$ cat src/rtl/cpu_sequencer.sv
// Instruction sequencer for the 8-bit RISC CPU: an 8-state fetch/execute
// cycle plus a HALT state, with strobes decoded from state, opcode and zero.
module cpu_sequencer #(
  parameter int OPCODE_W = 3
) (
  input  logic                clock,
  input  logic                aresetn,
  input  logic [OPCODE_W-1:0] opcode,
  input  logic                zero,
  input  logic                run,
  output logic                sel,
  output logic                mem_rd,
  output logic                mem_wr,
  output logic                load_ir,
  output logic                load_ac,
  output logic                load_pc,
  output logic                inc_pc,
  output logic                halt,
  output logic [3:0]          state
);

  typedef enum logic [3:0] {
    INST_ADDR  = 4'd0,
    INST_FETCH = 4'd1,
    INST_LOAD  = 4'd2,
    IDLE       = 4'd3,
    OP_ADDR    = 4'd4,
    OP_FETCH   = 4'd5,
    ALU_OP     = 4'd6,
    STORE      = 4'd7,
    HALT       = 4'd8
  } state_t;

  localparam logic [OPCODE_W-1:0] OP_HLT = OPCODE_W'(0);
  localparam logic [OPCODE_W-1:0] OP_SKZ = OPCODE_W'(1);
  localparam logic [OPCODE_W-1:0] OP_ADD = OPCODE_W'(2);
  localparam logic [OPCODE_W-1:0] OP_AND = OPCODE_W'(3);
  localparam logic [OPCODE_W-1:0] OP_XOR = OPCODE_W'(4);
  localparam logic [OPCODE_W-1:0] OP_LDA = OPCODE_W'(5);
  localparam logic [OPCODE_W-1:0] OP_STO = OPCODE_W'(6);
  localparam logic [OPCODE_W-1:0] OP_JMP = OPCODE_W'(7);

  state_t state_reg, state_next;
  logic   is_hlt, is_skz, is_sto, is_jmp, is_aluop;

  assign is_hlt   = (opcode == OP_HLT);
  assign is_skz   = (opcode == OP_SKZ);
  assign is_sto   = (opcode == OP_STO);
  assign is_jmp   = (opcode == OP_JMP);
  assign is_aluop = (opcode == OP_ADD) || (opcode == OP_AND) ||
                    (opcode == OP_XOR) || (opcode == OP_LDA);

  always_ff @(posedge clock or negedge aresetn) begin
    if (!aresetn) state_reg <= INST_ADDR;
    else          state_reg <= state_next;
  end

  // Illegal codes fall through to the default and recover into INST_ADDR.
  always_comb begin
    state_next = INST_ADDR;
    case (state_reg)
      INST_ADDR:  state_next = INST_FETCH;
      INST_FETCH: state_next = INST_LOAD;
      INST_LOAD:  state_next = IDLE;
      IDLE:       state_next = OP_ADDR;
      OP_ADDR:    state_next = is_hlt ? HALT : OP_FETCH;
      OP_FETCH:   state_next = ALU_OP;
      ALU_OP:     state_next = STORE;
      STORE:      state_next = INST_ADDR;
      HALT:       state_next = run ? INST_ADDR : HALT;
      default:    state_next = INST_ADDR;
    endcase
  end

  always_comb begin
    sel     = 1'b0;
    mem_rd  = 1'b0;
    mem_wr  = 1'b0;
    load_ir = 1'b0;
    load_ac = 1'b0;
    load_pc = 1'b0;
    inc_pc  = 1'b0;
    halt    = 1'b0;
    case (state_reg)
      INST_ADDR:  sel = 1'b1;
      INST_FETCH: begin sel = 1'b1; mem_rd = 1'b1; end
      INST_LOAD,
      IDLE:       begin sel = 1'b1; mem_rd = 1'b1; load_ir = 1'b1; end
      OP_ADDR:    begin inc_pc = 1'b1; halt = is_hlt; end
      OP_FETCH:   mem_rd = is_aluop;
      ALU_OP: begin
        mem_rd  = is_aluop;
        load_ac = is_aluop;
        inc_pc  = is_skz && zero;
        load_pc = is_jmp;
      end
      STORE: begin
        mem_rd  = is_aluop;
        load_ac = is_aluop;
        inc_pc  = is_jmp;
        load_pc = is_jmp;
        mem_wr  = is_sto;
      end
      HALT:       halt = 1'b1;
      default:    ;
    endcase
  end

  assign state = state_reg;

endmodule

$ cat config.mk
export PLATFORM = sky130hd
export DESIGN_NAME = cpu_sequencer
export DESIGN_NICKNAME = d
export VERILOG_FILES = /design/src/rtl/cpu_sequencer.sv
export SDC_FILE = /design/constraint.sdc
export NUM_CORES = 1
export LEC_CHECK = 0
export ABC_AREA = 1
export CORE_AREA = 2 2 39 41
export CTS_CLUSTER_SIZE = 30
export DETAILED_ROUTE_END_ITERATION = 16
export DIE_AREA = 0 0 41 43
export GPL_TIMING_DRIVEN = 0
export PLACE_DENSITY = 0.54
export REMOVE_ABC_BUFFERS = 1
export SYNTH_ARGS = -nofsm -noshare
export SYNTH_HDL_FRONTEND = slang
export SYNTH_SLANG_ARGS = --single-unit
$ cat constraint.sdc
create_clock -name clock -period 1.1 [get_ports clock]
set_clock_uncertainty 0.1 [all_clocks]
set_input_delay 0.11 -clock clock [delete_from_list [all_inputs] [get_ports clock]]
set_output_delay 0.11 -clock clock [all_outputs]
set_load 0.01 [all_outputs]
==> impl_metrics.toml <==
[layout]
design_area_um2 = 696
drive_gt1_share_pct = 53.3
area_delta_synth_final_pct = 119
final_core_util_pct = 50.3
largest_reg_flops = 4
nets = 99
n_antenna_cell = 0

[worst_setup_path]
crit_type = "register to output port"
crit_fanout = 4
required_ns = 0.89
start_kind = "register"
critPathCaptureType = "output port"
cp.arrival_ns = 1.26

[run]
maxCapViolations = 0

[global_routing]
grt_pass1_vias = 437
antenna_found_initial = 0
grt_max_degree = 6
grt.overflow.total = 0
grt_pass1_wl_mm = 1.64
grt_use_total_pct = 14.1

[placed_design]
hpwl_um = 606
placed_cell_area_um2 = 518
gp_congestion = 0.709
io_buffer_count = 18
place_worst_setup_slack_ns = -0.601

[die]
io_pins = 19
die_w_um = 41
core_area_um2 = 1380
start_util_pct = 23.0
dieArea_um2 = 1760
fp.dieH_um = 43
num_rows = 14

[routing]
drtAntennaViolNets = 0
first_pass_iters = 4
drt_iter0_markers = 12
vias_per_cell = 4.37
drc = 0
avgRoutedWirePerCell_um = 10.3
vias = 463
drt_wl_total_mm = 1.09

[synthesis]
ys_types = 11
ys_ff_latch = 4
synth_top_area_share_pct = 31.5
synth_area_per_cell_um2 = 5.89
ys_seq_area_share_pct = 31.5
synth_area_leaders = "dfrtp_1, nand2_1, nor2_1"
yosys.area.top_type = "dfrtp_1"
synth.yosys.warnings = 0
syn-cell-area_um2 = 318
syn_inst = 54

[timing]
fin_crit_sh_pct = 133
setup_viol = 13
fmax_ghz = 0.682
setup_slack_ns = -0.366
drv_slew = 0
rsz0062_at_grt = "true"
whs_ns = 0.325
slew_headroom_pct = 88.7
worst_pin_slew_ns = 0.169
min_period_ns = 1.47
final-hold-violation-count = 0

[power]
p_per_area_nw_per_um2 = 2560
p_leak_nw = 0.375
vdd_drop_max_mv = 0.869

[status]
status = "finished with violations"
violations = "setup timing"

[cts]
h-tree-depth = 1
clk_pin_slew_worst_paths_ns = 0.03
clock_path_buffers = 2
cts_buffers = 3
insertion_delay_ns = 0.24
cts_tree = "done"
clock_sinks = 4
cts_root_buffer = "clkbuf_4"

[min_path]
worstHoldPathType = "input pin to register"
==> report_power, final <==
group	switching (W)	total (W)	internal, W	leakage [nW]
clock network	0.0000594	0.000181	0.000122	0.0138
logic	0.000650	0.00131	0.000656	0.314
registers	0.0000762	0.000290	0.000214	0.0466
total	0.000786	0.00178	0.000992	0.375
==> layer usage <==
| layer | vias to the layer above | routed length (µm) | GRT usage (%) |
|---|---|---|---|
| met4 | 0 | 17 | 10.0 |
| li1 | 241 | - | - |
| met3 | 2 | 62 | 3.66 |
| met1 | 203 | 410 | 14.1 |
| met2 | 17 | 600 | 23.4 |
| met5 | - | 0 | 0 |
==> what timing repair did <==
action / 4_1_cts / 5_1_grt
hold endpoints to repair: 4 / 0
hold buffers: 1 / 0
setup endpoints to repair: 12 / 15
setup buffers: 10 / 5
resized for setup: 65 / 13
pin swaps: 7 / 3
==> cell families after synthesis <==
logic type / synth area share, %
AND/OR/NAND/NOR: 53.5
buffers and inverters: 11.8
flip-flops: 31.5
AO/OA/AOI/OAI: 3.15
==> Yosys cell counts <==
| master | number |
|---|---|
| nand2_1 | 16 |
| nor2_1 | 11 |
| inv_1 | 10 |
| nand3_1 | 6 |
| dfrtp_1 | 4 |
| nand2_2 | 2 |
| a21oi_1 | 1 |
| nor2_4 | 1 |
| nor3_1 | 1 |
| nor3_2 | 1 |
| o21ai_1 | 1 |
==> final timing paths <==
check	start	end	slack (ns)	depth (start not counted)
worst max-delay path	state[1]	inc_pc	-0.37	7
worst min-delay path	run	state[3]	0.32	2
worst max register to register	state[1]	state[2]	-0.09	7
worst min register to register	state[2]	state[0]	0.56	3
max in group asynchronous	aresetn	state[3]	0.21	2
min in group asynchronous	aresetn	state[0]	0.52	2
==> per-stage QoR <==
stage	TNS, ns	cells	power [W]
5_1_grt	-3.24	106	0.00192
6_report	-2.52	106	0.00178
3_5_place_dp	-4.42	88	0.00109
4_1_cts	-2.37	102	0.00156
3_3_place_gp	-4.55	88	0.00110
2_1_floorplan	-0.0699	54	0.000710
==> layout make-up <==
class,instances,area [µm²]
Inverter,10,37.5
Timing Repair Buffer,33,273
Fill cell,135,688
Tap cell,16,20.0
Sequential cell,4,103
Multi-Input combinational cell,40,240
Clock buffer,3,22.5
==> placed cells by master (no fill, tap or decap), types with 2 or more instances in the layout <==
cell type | synthesis | routed
buf_2 | 0 | 9
buf_4 | 0 | 9
buf_6 | 0 | 8
clkbuf_4 | 0 | 3
clkdlybuf4s50_1 | 0 | 6
dfrtp_1 | 4 | 2
dfrtp_2 | 0 | 2
inv_1 | 10 | 7
inv_2 | 0 | 3
nand2_1 | 16 | 12
nand2_2 | 2 | 3
nand2_4 | 0 | 3
nand3_1 | 6 | 5
nor2_1 | 11 | 7
nor2_4 | 1 | 4
nor3_2 | 1 | 2
==> worst max-delay path, stage by stage, from the launching register on <==
cell	delay (ns)
dfrtp_1	0.39
buf_6	0.13
buf_6	0.12
nand2_4	0.07
nor2_4	0.03
nand2_1	0.07
nand3_1	0.07
buf_2	0.14
Note: power is estimated with default switching activity, not from simulation.
